<file path="src/rtl/wb_ram_slave.sv">
// Wishbone B4 classic single-port RAM slave with byte selects, base-address decode,
// error response on out-of-range accesses and a configurable number of wait states.
module wb_ram_slave #(
  parameter int                DATA_W      = 32,
  parameter int                ADDR_W      = 32,
  parameter int                DEPTH       = 64,
  parameter logic [ADDR_W-1:0] BASE_ADDR   = '0,
  parameter int                WAIT_STATES = 0
) (
  input  logic                clk,
  input  logic                rst,
  input  logic                i_wb_cyc,
  input  logic                i_wb_stb,
  input  logic                i_wb_we,
  input  logic [DATA_W/8-1:0] i_wb_sel,
  input  logic [ADDR_W-1:0]   i_wb_adr,
  input  logic [DATA_W-1:0]   i_wb_dat,
  output logic [DATA_W-1:0]   o_wb_dat,
  output logic                o_wb_ack,
  output logic                o_wb_err,
  output logic                o_busy
);

  localparam int SEL_W = DATA_W / 8;
  localparam int OFF_W = $clog2(SEL_W);
  localparam int IDX_W = $clog2(DEPTH);

  typedef enum logic [1:0] {IDLE, WAIT, RESP} state_t;

  state_t              state, state_n;
  logic [3:0]          cnt, cnt_n;
  logic                go_resp;
  logic                req;

  logic [ADDR_W-1:0]   adr_off;
  logic [ADDR_W-1:0]   idx_full;
  logic                rng_in;
  logic [IDX_W-1:0]    idx_in;

  logic                we_p0;
  logic [SEL_W-1:0]    sel_p0;
  logic [IDX_W-1:0]    idx_p0;
  logic [DATA_W-1:0]   dat_p0;
  logic                rng_p0;

  logic                eff_we;
  logic [SEL_W-1:0]    eff_sel;
  logic [IDX_W-1:0]    eff_idx;
  logic [DATA_W-1:0]   eff_dat;
  logic                eff_rng;

  logic [DATA_W-1:0]   mem [DEPTH];

  assign req      = i_wb_cyc & i_wb_stb;
  assign adr_off  = i_wb_adr - BASE_ADDR;
  assign idx_full = adr_off >> OFF_W;
  assign rng_in   = (i_wb_adr >= BASE_ADDR) && (idx_full < ADDR_W'(DEPTH));
  assign idx_in   = idx_full[IDX_W-1:0];
  assign o_busy   = (state != IDLE);

  // With no wait states RESP is entered on the accepting edge, so the live bus
  // request drives the commit; otherwise the latched copy does.
  always_comb begin
    eff_we  = we_p0;
    eff_sel = sel_p0;
    eff_idx = idx_p0;
    eff_dat = dat_p0;
    eff_rng = rng_p0;
    if (state == IDLE) begin
      eff_we  = i_wb_we;
      eff_sel = i_wb_sel;
      eff_idx = idx_in;
      eff_dat = i_wb_dat;
      eff_rng = rng_in;
    end
  end

  always_comb begin
    state_n = state;
    cnt_n   = cnt;
    go_resp = 1'b0;
    unique case (state)
      IDLE: begin
        if (req) begin
          if (WAIT_STATES > 0) begin
            state_n = WAIT;
            cnt_n   = 4'(WAIT_STATES - 1);
          end else begin
            state_n = RESP;
            go_resp = 1'b1;
          end
        end
      end
      WAIT: begin
        if (!i_wb_cyc) begin
          state_n = IDLE;
        end else if (cnt == 4'd0) begin
          state_n = RESP;
          go_resp = 1'b1;
        end else begin
          cnt_n = cnt - 4'd1;
        end
      end
      RESP:    state_n = IDLE;
      default: state_n = IDLE;
    endcase
  end

  always_ff @(posedge clk) begin
    if (rst) begin
      state    <= IDLE;
      cnt      <= 4'd0;
      o_wb_ack <= 1'b0;
      o_wb_err <= 1'b0;
      o_wb_dat <= '0;
    end else begin
      state    <= state_n;
      cnt      <= cnt_n;
      o_wb_ack <= go_resp & eff_rng;
      o_wb_err <= go_resp & ~eff_rng;
      if (go_resp && eff_rng && !eff_we) o_wb_dat <= mem[eff_idx];
    end
  end

  // p0: request captured on acceptance
  always_ff @(posedge clk) begin
    if (state == IDLE && req) begin
      we_p0  <= i_wb_we;
      sel_p0 <= i_wb_sel;
      idx_p0 <= idx_in;
      dat_p0 <= i_wb_dat;
      rng_p0 <= rng_in;
    end
  end

  always_ff @(posedge clk) begin
    if (go_resp && eff_rng && eff_we && !rst) begin
      for (int b = 0; b < SEL_W; b++) begin
        if (eff_sel[b]) mem[eff_idx][8*b +: 8] <= eff_dat[8*b +: 8];
      end
    end
  end

endmodule

</file>
<file path="config.mk">
export PLATFORM = sky130hd
export DESIGN_NAME = wb_ram_slave
export DESIGN_NICKNAME = d
export VERILOG_FILES = /design/src/rtl/wb_ram_slave.sv
export SDC_FILE = /design/constraint.sdc
export NUM_CORES = 2
export LEC_CHECK = 0
export CAP_MARGIN = 15
export CORE_ASPECT_RATIO = 1.2
export CORE_UTILIZATION = 45
export CTS_CLUSTER_SIZE = 10
export DETAILED_ROUTE_END_ITERATION = 10
export SLEW_MARGIN = 20
export SYNTH_ARGS = -nofsm -noshare
export SYNTH_HDL_FRONTEND = slang
export SYNTH_SLANG_ARGS = --single-unit
</file>
<file path="constraint.sdc">
create_clock -name clk -period 8.7 [get_ports clk]
set_input_delay 0.87 -clock clk [delete_from_list [all_inputs] [get_ports clk]]
set_output_delay 0.87 -clock clk [all_outputs]
set_load 0.01 [all_outputs]
</file>
-- After elaboration in Yosys (flattened, before gate mapping)
Memories as Yosys holds them, arrays and structs flattened. A register that Yosys moved wholly into a read port is not among the register bits.
Cells that the tools add are included.
- register bits after elaboration: 52
- bits in writable memories: 2048
- input bits: 73
- output and inout bits: 35
- word-level logic and storage cells: 59
- memories kept: 1
- memories (memory ; depth ; width ; read ports ; clocked after memory_dff ; write ports ; RTL line ; source):
    mem ; 64 ; 32 ; 1 ; 1 ; 1 ; 52 ; logic [DATA_W-1:0] mem [DEPTH];
- add/sub/neg operators: 1
- magnitude comparators: 2
- equal/unequal tests: 3
- muxes and demuxes: 25
- bitwise logic cells: 5
- reduce and logical (&&, ||, !) cells: 13
- operator list (operator ; number):
    $ge 32x1->1 const B ; 1
    $mux 32 ; 1
    $lt 30x7->1 const B ; 1
    $mux 1 ; 17
    $logic_and 1x1->1 ; 6
    $mux 2 ; 3
    $mux 6 ; 1
    $logic_not 4->1 ; 1
    $mux 4 ; 1
    $pmux 2 s2 ; 1
    $sub 4x1->4 const B ; 1
    $and 1x1->1 ; 3
    $ne 3x3->1 const B ; 1
    $reduce_and 3->1 ; 1
    $eq 2x1->1 const B ; 1
    $logic_not 1->1 ; 2
    $logic_not 2->1 ; 1
    $ne 2x2->1 const B ; 1
    $not 1->1 ; 2
    $pmux 1 s2 ; 1
    $reduce_and 2->1 ; 1
    $reduce_bool 2->1 ; 1

-- Longest topological paths before layout
- depth in word-level cells: 9
- gate-level depth with buffers: 11
- gate-level depth less buffers: 7

-- Worst setup path after synthesis
No wires, ideal clock.
- kind: register to register
- start point: register state[1]
- end point: register dat_p0[0], enable pin
- setup time: 0.444 ns
- data arrival time: 3.039 ns
- data required time: 8.256 ns
- path slack: 5.217 ns
- cell stages (with the launch flop): 6
- path buffers: 4
- period minus slack after synthesis: 3.483 ns
- cells stage by stage: dfxtp_1 buf_4 buf_4 buf_1 clkbuf_1 nor2_1
- word-level cells in the longest chain between the ends: 2
- RTL lines (element ; RTL line ; source):
    start, declared ; 30 ; state_t state, state_n;
    start signal, assigned ; 117 ; state <= state_n;
    $logic_not 2->1 ; 127 ; if (state == IDLE && req) begin
    $logic_and 1x1->1 ; 127 ;
    end signal, assigned ; 131 ; dat_p0 <= i_wb_dat;
    end, declared ; 43 ; logic [DATA_W-1:0] dat_p0;
Every way passes these cells.
A chain may end at the register's enable or synchronous reset.

-- Worst setup path in the final report
- start point: input port i_wb_adr[18]
- end point: memory mem[25][27], enable pin
- word-level cells in the longest chain between the ends: 8
- elaborated cells between the ends (all ways): 9
- those cells by class: 2 x order compare; 3 x mux; 4 x reduce/logical
- RTL lines (element ; RTL line ; source):
    start, declared ; 16 ; input logic [ADDR_W-1:0] i_wb_adr,
    $ge 32x1->1 or $lt 30x7->1 (tied branches) ; 57 ; assign rng_in = (i_wb_adr >= BASE_ADDR) && (idx_full < ADDR_W'(DEPTH));
    $logic_and 1x1->1 (*) ; 57 ;
    $mux 1 (*) ; 69 ; if (state == IDLE) begin
    $logic_and 1x1->1 (*) (3 in a row) ; 137 ; if (go_resp && eff_rng && eff_we && !rst) begin
    $mux 1 (*) ; 137 ;
    $mux 1 (implied by the code) (*) ; 139 ; if (eff_sel[b]) mem[eff_idx][8*b +: 8] <= eff_dat[8*b +: 8];
    end, declared ; 52 ;
Every way passes the cells marked *; elsewhere a longest branch is shown, timed or not.

==> metrics.yaml <==
run_status:
  run_status: "finished clean"
timing:
  fin_worst_skew_ns: 0.0255
  rsz0062_at_grt: "no"
  hold_ws_ns: 0.494
  max_freq_ghz: 0.223
  period_minus_slack_ns: 4.48
  fin_setup_tns_ns: 0
  max-slew-margin-rel_pct: 21.2
  hold_violations: 0
  setup_viol_count_final: 0
  post-route-period-util_pct: 51.5
  slew_viol_final: 0
  worst_slew_pin_slew_ns: 1.17
power_and_ir_drop:
  powerDensity_nw_per_um2: 229
  p_leak_nw: 28.9
  switchingPower_mw: 4.49
  p_comb_share_pct: 5.2
  power_mw: 21.0
  pwr-share-seq_pct: 53.8
  intPower_mw: 16.6
  p_sw_share_pct: 21.3
  peakVddDrop_mv: 0.188
  power.clock.fraction_pct: 41.0
final_layout:
  final-seq-area_sq_um: 63500
  fin_area_sq_um: 92000
  layout_common_cells: "edfxtp_1, mux2i_1, buf_4, a22oi_1, nor3_1"
  fin_cells: 7367
  synthToLayoutAreaGrowth_pct: 14.5
  num-nets-final: 4978
  drive_above_1_share_pct: 13.4
  fillers: 14300
  multiInputGateArea_sq_um: 15700
  final_common_cell: "edfxtp_1"
clocking:
  clock_path_buffers: 3
  cts_hold_buf: 0
  cts-root-buf: "clkbuf_16"
  clkSinkCount: 2126
  cts_max_level: 4
  clk_pin_slew_ns: 0.06
  clkLatencyLatePin_ns: 0.85
  cts_setup_buffers: 0
  ctsResizeCount: 0
  cts_tree: "done"
  cts_buffers: 230
drt:
  wire_per_inst_um: 29.7
  vias: 45700
  drc: 0
  vias_per_cell: 6.20
  ant_nets: 0
  drt_wl_total_um: 219000
  drtIter0Drc: 4960
  drtPass1Iterations: 8
critical_path:
  crit_chain: "clkdlybuf4s50_1 > nor4_1 > nand4_1 > or2_2 > nor4_4 > nand3_2 > buf_4 > nor3_1 > buf_4"
  required_ns: 9.25
  start_kind: "input port"
  crit_type: "input port to flop"
  critPathSlowestCell: "nand3_2"
  critPathMaxStageDelay_ns: 0.79
  cp_common_cell: "buf_4"
  cp_num_buf_inv: 3
  cp_top_family: "simple AND/OR/NAND/NOR gates"
  cp-end-kind: "flop"
  critPathArrivalTime_ns: 5.04
  path_max_fanout: 41
synthesis:
  synth-async-reset-ratio_pct: 0
  ys_top_cells_by_area: "edfxtp_1, mux2i_1, a22oi_1, nor3_1, o22ai_1"
  synth-seq-cells: 2126
  synth_top_area_share_pct: 78.1
  synth_warnings: 0
  synth_flop_cell: "edfxtp_1"
  synth_cells: 4615
  synth_area_leader_cell: "edfxtp_1"
  seq_area_frac_synth_pct: 78.9
  synth_nets: 4688
  synth_edf_count: 2091
  synth_cell_types: 55
  syn_area_per_cell_sq_um: 17.4
  syn-cell-area_sq_um: 80400
flow_run:
  maxCapViolCount: 0
die:
  die_h_um: 465
  row_count: 169
  core_sq_um: 177000
  start_util_pct: 45.4
  dieArea_sq_um: 180000
  chipWidth_um: 388
  ios: 108
global_routing:
  grt_max_degree: 104
  antenna_found_initial: 8
  grt_pass1_wl_um: 317000
  grt_usage_pct: 24.1
  grt_pass1_vias: 45400
  overflow: 0
placed_design:
  placed_cells: 6981
  port_buffers: 105
  dpl.hpwl_um: 122000
  placed_area_sq_um: 85400
  place_congestion: 0.782
hold_path:
  hp-class: "flop to flop"
-- final timing paths --
check | slack [ns] | end | depth (start not counted) | from
worst max-delay path | 4.22 | mem[25][27]$_DFFE_PP_ | 9 | i_wb_adr[18]
worst min-delay path | 0.49 | o_wb_dat[9]$_SDFFE_PP0P_ | 2 | o_wb_dat[9]$_SDFFE_PP0P_
worst max register to register | 4.27 | mem[25][27]$_DFFE_PP_ | 6 | state[1]$_SDFFE_PP0P_
worst min register to register | 0.49 | o_wb_dat[9]$_SDFFE_PP0P_ | 2 | o_wb_dat[9]$_SDFFE_PP0P_
-- cell usage after synthesis, types with 2 or more instances --
cell       number
inv_1           3
o32ai_1         2
a2bb2oi_1       2
nand3_1         4
mux2i_1       385
and4_1          2
mux2i_2         2
a31oi_1       123
buf_2         139
mux2_2         39
nor4_4          2
o211ai_1        5
a41oi_1        12
nor3_1        306
o21bai_1        4
and4b_1         4
a222oi_1       80
buf_6          11
a221oi_1       80
nand4_1        34
nor4bb_1        5
nor4_1         14
nor2_1         48
a22oi_1       282
or2_1          10
o22ai_1       192
a211oi_1       28
nand2b_1        2
edfxtp_1     2091
nor4b_1         4
o2bb2ai_1       5
nand3_2         4
dfxtp_1        35
a22o_1         90
o21ai_1         2
nor3b_1         2
a21oi_1       115
nand2_1       136
nor2_2          2
clkbuf_1      145
buf_1          18
o21ai_0        97
buf_4          37
-- final cells by class --
| cell class | instances | area share (%) |
|---|---|---|
| flip-flops and latches | 2126 | 69.0 |
| multi-input cells | 2136 | 17.0 |
| clock buffers | 382 | 7.00 |
| repair buffers | 408 | 3.81 |
| well taps | 2308 | 3.14 |
| clock inverters | 3 | 0.0285 |
| inverters | 3 | 0.0122 |
| diodes | 1 | 0.00272 |
-- logic make-up after synthesis --
logic type	synth area share, %
buf+inv	2.14
flops	78.9
compound gates	9.92
simple gates	3.62
mux	5.37
-- flip-flops by register name, summed over array words and instances, names as in the netlist --
| name | cells |
|---|---|
| mem | 2048 |
| sel_p0 | 4 |
| state | 1 |
| idx_p0 | 6 |
| o_wb_ack | 1 |
| o_wb_dat | 32 |
| o_wb_err | 1 |
| we_p0 | 1 |
| dat_p0 | 32 |
-- through the flow --
step / util [%] / setup WS [ns]
2_1_floorplan: - / 5.22
3_3_place_gp: 48.2 / 3.37
3_5_place_dp: 48.2 / 3.26
4_1_cts: 51.9 / 4.13
5_1_grt: 51.9 / 4.10
6_report: 51.9 / 4.22
-- tightest hold or removal path: stages (launching register included) --
cell and delay (ns):
dfxtp_1 0.31, nor2_1 0.09, a211oi_1 0.04
-- routing by layer --
| metal | GRT usage [%] | wire [um] | up-vias |
|---|---|---|---|
| met3 | 3.42 | 16800 | 367 |
| met4 | 8.84 | 7260 | 2 |
| li1 | - | - | 19700 |
| met5 | 0 | 13 | - |
| met1 | 32.2 | 87100 | 23600 |
| met2 | 40.0 | 108000 | 2060 |
-- power by group through the flow --
| stage | Sequential [mW] | Combinational [mW] | Clock, mW |
|---|---|---|---|
| floorplan | 11.5 | 0.617 | 0 |
| global placement | 11.5 | 1.07 | 0 |
| detailed placement | 11.5 | 1.09 | 0 |
| CTS | 11.3 | 1.09 | 8.72 |
| global route | 11.3 | 1.15 | 9.10 |
| finish | 11.3 | 1.09 | 8.63 |
(Power assumes the default switching activity.)
